==> src/rtl/seq_datapath_pkg.sv <==
`default_nettype none
// ============================================================================
// Module      : seq_datapath_pkg
// Description : Shared types and constants for the single-bus sequenced
//               datapath: opcode and sequencer state encodings, last legal
//               opcode and the shift-amount width helper.
//               Optional feature macro: SEQ_DATAPATH_MUL_EN (iterative MUL).
// Revision    : 1.0 - initial release
// ============================================================================
package seq_datapath_pkg;

    // ALU / sequencer opcodes; values 10..15 are illegal
    typedef enum logic [3:0] {
        OP_ADD  = 4'd0,
        OP_SUB  = 4'd1,
        OP_AND  = 4'd2,
        OP_OR   = 4'd3,
        OP_SHL  = 4'd4,
        OP_SHR  = 4'd5,
        OP_SHRA = 4'd6,
        OP_NOT  = 4'd7,
        OP_NEG  = 4'd8,
        OP_MUL  = 4'd9
    } op_e;

    // Micro-step sequencer states; the multiply states exist only when the
    // multiplier is built
    typedef enum logic [2:0] {
        S_IDLE     = 3'd0,
        S_LOAD_Y   = 3'd1,
        S_EXEC     = 3'd2,
        S_WB_LO    = 3'd3,
        S_DONE     = 3'd4
`ifdef SEQ_DATAPATH_MUL_EN
        ,
        S_MUL_ITER = 3'd5,
        S_WB_HI    = 3'd6
`endif
    } state_e;

    // Highest opcode the sequencer accepts without flagging an error
`ifdef SEQ_DATAPATH_MUL_EN
    localparam logic [3:0] OP_LAST_LEGAL = 4'd9;
`else
    localparam logic [3:0] OP_LAST_LEGAL = 4'd8;
`endif

    // Number of low operand bits used as a shift amount for a given width
    function automatic int shamtWidth(input int dataW);
        return $clog2(dataW);
    endfunction

endpackage
`default_nettype wire

==> src/rtl/seq_datapath_alu.sv <==
`default_nettype none
// ============================================================================
// Module      : seq_datapath_alu
// Description : Combinational ALU of the sequenced datapath. Computes
//               f(A, B) for every non-multiply opcode; shifts use the low
//               shamtWidth(DATA_W) bits of B. Multiply and illegal opcodes
//               return zero (the multiply is iterated in the top level).
// Revision    : 1.0 - initial release
// ============================================================================
module seq_datapath_alu
    import seq_datapath_pkg::*;
#(
    parameter int DATA_W = 32
) (
    input  op_e               i_op,
    input  logic [DATA_W-1:0] i_a,
    input  logic [DATA_W-1:0] i_b,
    output logic [DATA_W-1:0] o_result
);

    localparam int SHAMT_W = shamtWidth(DATA_W);

    logic [SHAMT_W-1:0] w_shamt;

    assign w_shamt = i_b[SHAMT_W-1:0];

    // Opcode-selected result; everything wraps modulo 2^DATA_W
    always_comb begin
        o_result = '0;
        case (i_op)
            OP_ADD:  o_result = i_a + i_b;
            OP_SUB:  o_result = i_a - i_b;
            OP_AND:  o_result = i_a & i_b;
            OP_OR:   o_result = i_a | i_b;
            OP_SHL:  o_result = i_a << w_shamt;
            OP_SHR:  o_result = i_a >> w_shamt;
            OP_SHRA: o_result = $signed(i_a) >>> w_shamt;
            OP_NOT:  o_result = ~i_a;
            OP_NEG:  o_result = '0 - i_a;
            default: o_result = '0;
        endcase
    end

endmodule
`default_nettype wire

==> src/rtl/seq_datapath.sv <==
`default_nettype none
// ============================================================================
// Module      : seq_datapath
// Description : Single-bus datapath with built-in micro-step sequencer.
//               One register-to-register ALU op (or one iterative unsigned
//               multiply) per start handshake. Transfers follow
//               register file -> Y -> ALU -> Z -> register file or HI/LO.
//               R0 reads as zero and ignores writes. Debug read port exposes
//               the register file combinationally.
//               Optional feature macro: SEQ_DATAPATH_MUL_EN enables opcode 9
//               (shift-add multiply into HI/LO); without it opcode 9 errors.
// Revision    : 1.0 - initial release
// ============================================================================
module seq_datapath
    import seq_datapath_pkg::*;
#(
    parameter  int DATA_W = 32,
    parameter  int NREGS  = 16,
    localparam int RW     = $clog2(NREGS)
) (
    input  logic              clk,
    input  logic              clr,
    input  logic              start,
    output logic              ready,
    input  logic [3:0]        op,
    input  logic [RW-1:0]     ra,
    input  logic [RW-1:0]     rb,
    input  logic [RW-1:0]     rc,
    input  logic              imm_sel,
    input  logic [DATA_W-1:0] imm,
    output logic              done,
    output logic              err,
    output logic [DATA_W-1:0] hi_out,
    output logic [DATA_W-1:0] lo_out,
    output logic [DATA_W-1:0] bus_out,
    input  logic [RW-1:0]     dbg_sel,
    output logic [DATA_W-1:0] dbg_data
);

    // ------------------------------------------------------------------
    // State and datapath registers
    // ------------------------------------------------------------------
    state_e              r_state;
    logic [3:0]          r_op;
    logic [RW-1:0]       r_ra;
    logic [RW-1:0]       r_rb;
    logic [RW-1:0]       r_rc;
    logic                r_immSel;
    logic [DATA_W-1:0]   r_imm;
    logic [DATA_W-1:0]   r_regs [NREGS];
    logic [DATA_W-1:0]   r_y;
    logic [DATA_W-1:0]   r_zLo;
    logic                r_ready;
    logic                r_done;
    logic                r_err;

    logic [DATA_W-1:0]   w_bus;
    logic [DATA_W-1:0]   w_rbData;
    logic [DATA_W-1:0]   w_rcData;
    logic [DATA_W-1:0]   w_aluResult;
    logic                w_opLegal;

`ifdef SEQ_DATAPATH_MUL_EN
    localparam int SHAMT_W = shamtWidth(DATA_W);
    localparam logic [SHAMT_W-1:0] c_cntLast = SHAMT_W'(DATA_W - 1);

    logic [DATA_W-1:0]   r_zHi;
    logic [DATA_W-1:0]   r_hi;
    logic [DATA_W-1:0]   r_lo;
    logic [DATA_W-1:0]   r_m;
    logic [SHAMT_W-1:0]  r_cnt;

    logic                w_isMul;
    logic [DATA_W-1:0]   w_addend;
    logic [DATA_W:0]     w_mulSum;
`endif

    // ------------------------------------------------------------------
    // Register file read ports; R0 is hardwired to zero
    // ------------------------------------------------------------------
    assign w_rbData = (r_rb == '0)    ? '0 : r_regs[r_rb];
    assign w_rcData = (r_rc == '0)    ? '0 : r_regs[r_rc];
    assign dbg_data = (dbg_sel == '0) ? '0 : r_regs[dbg_sel];

    assign w_opLegal = (op <= OP_LAST_LEGAL);

    // Single internal bus: each state drives exactly one source, else zero
    always_comb begin
        w_bus = '0;
        case (r_state)
            S_LOAD_Y: w_bus = w_rbData;
            S_EXEC:   w_bus = r_immSel ? r_imm : w_rcData;
`ifdef SEQ_DATAPATH_MUL_EN
            S_WB_HI:  w_bus = r_zHi;
`endif
            S_WB_LO:  w_bus = r_zLo;
            default:  w_bus = '0;
        endcase
    end

    seq_datapath_alu #(
        .DATA_W   (DATA_W)
    ) u_alu (
        .i_op     (op_e'(r_op)),
        .i_a      (r_y),
        .i_b      (w_bus),
        .o_result (w_aluResult)
    );

`ifdef SEQ_DATAPATH_MUL_EN
    // One shift-add step: add Y into the upper half when the current
    // multiplier bit is set, keeping the carry for the right shift
    assign w_isMul  = (r_op == OP_MUL);
    assign w_addend = r_m[r_cnt] ? r_y : '0;
    assign w_mulSum = {1'b0, r_zHi} + {1'b0, w_addend};
`endif

    // Sequencer: state, operand latches, Y/Z, register file and HI/LO
    always_ff @(posedge clk) begin
        if (!clr) begin
            r_state  <= S_IDLE;
            r_op     <= '0;
            r_ra     <= '0;
            r_rb     <= '0;
            r_rc     <= '0;
            r_immSel <= 1'b0;
            r_imm    <= '0;
            r_y      <= '0;
            r_zLo    <= '0;
            r_ready  <= 1'b1;
            r_done   <= 1'b0;
            r_err    <= 1'b0;
            for (int i = 0; i < NREGS; i++) begin
                r_regs[i] <= '0;
            end
`ifdef SEQ_DATAPATH_MUL_EN
            r_zHi    <= '0;
            r_hi     <= '0;
            r_lo     <= '0;
            r_m      <= '0;
            r_cnt    <= '0;
`endif
        end else begin
            case (r_state)
                S_IDLE: begin
                    if (start) begin
                        r_op     <= op;
                        r_ra     <= ra;
                        r_rb     <= rb;
                        r_rc     <= rc;
                        r_immSel <= imm_sel;
                        r_imm    <= imm;
                        r_ready  <= 1'b0;
                        if (w_opLegal) begin
                            r_state <= S_LOAD_Y;
                        end else begin
                            // Illegal opcode skips straight to completion
                            r_state <= S_DONE;
                            r_done  <= 1'b1;
                            r_err   <= 1'b1;
                        end
                    end
                end

                S_LOAD_Y: begin
                    r_y     <= w_bus;
                    r_state <= S_EXEC;
                end

                S_EXEC: begin
                    r_zLo <= w_aluResult;
`ifdef SEQ_DATAPATH_MUL_EN
                    r_zHi <= '0;
                    if (w_isMul) begin
                        r_zLo   <= '0;
                        r_m     <= w_bus;
                        r_cnt   <= '0;
                        r_state <= S_MUL_ITER;
                    end else begin
                        r_state <= S_WB_LO;
                    end
`else
                    r_state <= S_WB_LO;
`endif
                end

`ifdef SEQ_DATAPATH_MUL_EN
                S_MUL_ITER: begin
                    r_zHi <= w_mulSum[DATA_W:1];
                    r_zLo <= {w_mulSum[0], r_zLo[DATA_W-1:1]};
                    r_cnt <= r_cnt + 1'b1;
                    if (r_cnt == c_cntLast) begin
                        r_state <= S_WB_HI;
                    end
                end

                S_WB_HI: begin
                    r_hi    <= w_bus;
                    r_state <= S_WB_LO;
                end
`endif

                S_WB_LO: begin
`ifdef SEQ_DATAPATH_MUL_EN
                    if (w_isMul) begin
                        r_lo <= w_bus;
                    end else if (r_ra != '0) begin
                        r_regs[r_ra] <= w_bus;
                    end
`else
                    if (r_ra != '0) begin
                        r_regs[r_ra] <= w_bus;
                    end
`endif
                    r_state <= S_DONE;
                    r_done  <= 1'b1;
                    r_err   <= 1'b0;
                end

                S_DONE: begin
                    r_done  <= 1'b0;
                    r_err   <= 1'b0;
                    r_ready <= 1'b1;
                    r_state <= S_IDLE;
                end

                default: begin
                    r_done  <= 1'b0;
                    r_err   <= 1'b0;
                    r_ready <= 1'b1;
                    r_state <= S_IDLE;
                end
            endcase
        end
    end

    // ------------------------------------------------------------------
    // Outputs
    // ------------------------------------------------------------------
    assign ready   = r_ready;
    assign done    = r_done;
    assign err     = r_err;
    assign bus_out = w_bus;

`ifdef SEQ_DATAPATH_MUL_EN
    assign hi_out = r_hi;
    assign lo_out = r_lo;
`else
    assign hi_out = '0;
    assign lo_out = '0;
`endif

endmodule
`default_nettype wire

==> config.mk <==
export PLATFORM = sky130hd
export DESIGN_NAME = seq_datapath
export DESIGN_NICKNAME = d
export VERILOG_FILES = /design/src/rtl/seq_datapath_pkg.sv /design/src/rtl/seq_datapath_alu.sv /design/src/rtl/seq_datapath.sv
export SDC_FILE = /design/constraint.sdc
export NUM_CORES = 2
export LEC_CHECK = 0
export ABC_AREA = 1
export BUFFER_PORTS_ARGS = -buffer_cell sky130_fd_sc_hd__buf_2
export CAP_MARGIN = 20
export CORE_AREA = 2 2 346 348
export CTS_CLUSTER_DIAMETER = 40
export CTS_CLUSTER_SIZE = 14
export DETAILED_ROUTE_END_ITERATION = 10
export DIE_AREA = 0 0 348 350
export PLACE_DENSITY = 0.54
export SLEW_MARGIN = 10
export SYNTH_ARGS = -nofsm -noshare
export SYNTH_HDL_FRONTEND = slang
export SYNTH_SLANG_ARGS = --single-unit
==> constraint.sdc <==
create_clock -name clk -period 5.1 [get_ports clk]
set_input_delay 0 -clock clk [delete_from_list [all_inputs] [get_ports clk]]
set_output_delay 0 -clock clk [all_outputs]
set_load 0.02 [all_outputs]
==> flow_summary_export.csv <==
group,metric,value,unit
status,status,"complete, no violations",
final_layout,area_growth,20.01,%
synthesis,synth_top_family_by_area,"simple AND/OR/NAND/NOR gates",
global_route,gr-total-overflow,0,
setup_path,critical_path_class,"register to register",
synthesis,synth.ff_latch_count,639,
synthesis,synth_area,46840,um2
global_route,grtUsageMet2,55.83,%
synthesis,synth-simple-area-share,35.48,%
floorplanning,die_w,348,um
final_layout,stdcell_count,8813,
clocking,numCtsBuffers,121,
synthesis,avgSynthCellArea,6.762,um2
placed_design,numPlacedInstances,8506,
clocking,clkTransAtPathRegs,0.06,ns
sta,hold_viol_final,0,
placed_design,place_ws,-0.2145,ns
synthesis,synth-main-ff-cell,"edfxtp_1",
routing,route.detailed.drc,0,
routing,drt_iter0_markers,6789,
routing,wl_per_cell,25.52,um
clocking,cts_sinks,639,
synthesis,yosysWarnings,0,
power,power_density,650.0,nW/um2
sta,whs,0.03167,ns
global_route,grt_pass1_vias,48030,
synthesis,syn-instance-count,6927,
setup_path,cp_max_fo,38,
global_route,grt_use_total,35.56,%
final_layout,drive_gt1_share,13.51,%
global_route,grt_pass1_wl,319.0,mm
sta,setup_viol_count_final,0,
hold_path,min_from,"imm[14]",
synthesis,synthXorXnorAreaFrac,0.6170,%
floorplanning,dieHeight,350,um
sta,rsz0062_at_grt,"yes",
sta,tns,0,ns
routing,first_pass_iters,8,
power,p_leak,23.30,nW
setup_path,crit_path_top_delay_cell,"buf_4",
placed_design,place_area,50550,um2
final_layout,regArea,17940,um2
routing,vias,51880,
global_route,use_met3,6.995,%
clocking,root_buffer,"clkbuf_16",
setup_path,cp_common_cell,"nand2_1",
placed_design,hpwl,146.4,mm
global_route,gr-usage-met1,45.54,%
setup_path,endpoint_kind,"register",
sta,fin_ws,0.07550,ns
power,ir_drop,441.7,uV
floorplanning,std_cell_rows,126,
global_route,grt_start_max_net_pins,130,
placed_design,gp_congestion,0.9863,
final_layout,mostFrequentLayoutCell,"nand2_1",
sta,period_minus_slack,5.025,ns
clocking,htreeDepth,3,
synthesis,synthAdderAreaFrac,1.004,%
setup_path,critical_path_required,5.68,ns
power,p_total,36.54,mW
synthesis,synthArstFlopShare,0,%
global_route,gr-max-usage-layer,"met2",
final_layout,multi_input_area,24970,um2
sta,slew_violations,0,
synthesis,synth_edf_count,512,
setup_path,cp_top_family,"simple AND/OR/NAND/NOR gates",
job,max-cap-violations,0,
setup_path,cp_data_arrival_time,5.60,ns
routing,viasPerCell,5.887,
sta,timing.final.crit_share,98.52,%
final_layout,fin_util,47.74,%
final_layout,finalInstanceArea,56220,um2
floorplanning,dieArea,121800,um2
placed_design,numPortBuffers,122,
synthesis,synth.distinct_cells,57,
synthesis,seq_area_frac_synth,38.25,%
synthesis,synth_compound_area_share,14.15,%
clocking,clock_latency,0.74,ns
routing,drt-total-wl,224.9,mm
floorplanning,boundaryPins,187,
synthesis,synthMuxAreaShare,0,%
floorplanning,core,117800,um2
final_layout,nets,7264,
final_layout,final_cell_mix,"nand2_1, nand3_1, nor2_1, o21ai_0, edfxtp_1",
floorplanning,start_util,39.78,%
hold_path,worstHoldPathType,"primary input to register",
sta,relSlewSlack,30.19,%
sta,fmax,199.0,MHz
sta,tightest_slew,1.043,ns
setup_path,cp-start-kind,"register",
sta,clock_skew,0.05556,ns
clocking,cts_tree,"built",
setup_path,crit_buf_inv,5,
routing,antenna_left,0,
final_layout,n_fill_cell,11870,
setup_path,max_stage_delay,0.49,ns
clocking,clockBufferDepth,3,
global_route,antenna_found_initial,5,
==> cell families (layout without fill, tap and decap cells) <==
group | Yosys count | in the layout
adder cells (fa/ha/maj) | 37 | 37
AO/OA/AOI/OAI | 1212 | 1212
AND/OR/NAND/NOR | 3910 | 3910
XOR/XNOR | 33 | 33
buffers and inverters | 1095 | 1349
flip-flops | 639 | 639
other | 1 | 97
==> per-layer routing <==
layer	share of wire, %	vias to the layer above
met5	0.012	-
li1	-	23580
met2	44	3304
met1	38	24280
met4	6.4	4
met3	11	710
==> cell type report <==
class                   count  area share, %
well taps                1536          3.418
multi-input cells        5288          44.41
repair buffers            606          9.201
clock inverters            98          1.999
diodes                      1       0.004451
flip-flops and latches    639          31.91
inverters                 515          3.514
clock buffers             130          5.539
==> sequential cells by signal, summed over array words and instances, names as in the netlist, named ones only <==
signal and count:
r_rb 4, ready 1, r_state 3, r_zLo 32, r_y 32, r_op 4, r_ra 4, r_rc 4
r_immSel 1, done 1, r_regs 512, r_imm 32, err 1
==> worst register-to-register path: cells and delay by family (launching register included) <==
family	cells	cell delay [ns]
compound gates	4	0.49
fa+ha+maj	1	0.38
simple gates	17	2.41
flops	1	0.43
buf+inv	5	0.97
xor+xnor	1	0.17
==> where the power goes <==
group	leakage, nW	switching (mW)	internal [mW]
Sequential	6.31	0.448	6.06
Combinational	14.9	13.9	7.70
Clock	2.05	3.13	5.25
==> synthesized netlist by cell type, types with 9 or more instances <==
cell type  number  area, um2
buf_4         109      818.3
nor4_1         10      62.56
o21ai_0       527       2638
dfxtp_1       127       2542
buf_6          28      315.3
inv_2          13      48.80
clkbuf_1      226      848.3
o2111ai_1      10      87.58
buf_1          70      262.8
or2_1          38      237.7
or2_0          25      156.4
nand2_1      1647       6182
a31oi_1        41      256.5
a211oi_1        9      67.56
a21oi_1       422       2112
o211ai_1      112      840.8
inv_1         480       1802
nand4_1        26      162.7
nor3_1         19      95.09
buf_2         147      735.7
edfxtp_1      512      15370
nand2_2        22      137.6
nand3_1      1145       5731
clkinv_1       21      78.83
nor2_1        923       3465
or2_2          39      244.0
o21ai_1        39      195.2
ha_1           36      450.4
xor2_1         33      289.0
==> path summary, 6_finish.rpt <==
check              endpoint  slack [ns]  cells after the start
setup / recovery  r_zLo[30]        0.08                     28
hold reg to reg        done        0.46                      2
setup reg to reg  r_zLo[30]        0.08                     28
hold / removal    r_imm[14]        0.03                      4
==> what timing repair did <==
action                     4_1_cts  5_1_grt
pin swaps                        0       29
hold buffers                    66        0
hold endpoints to repair        80        0
buffers inserted                 0        3
setup endpoints to repair        8       24
resized for setup                9      127
cloned                           0        9
No activity file was read; power rests on OpenSTA's default activity.
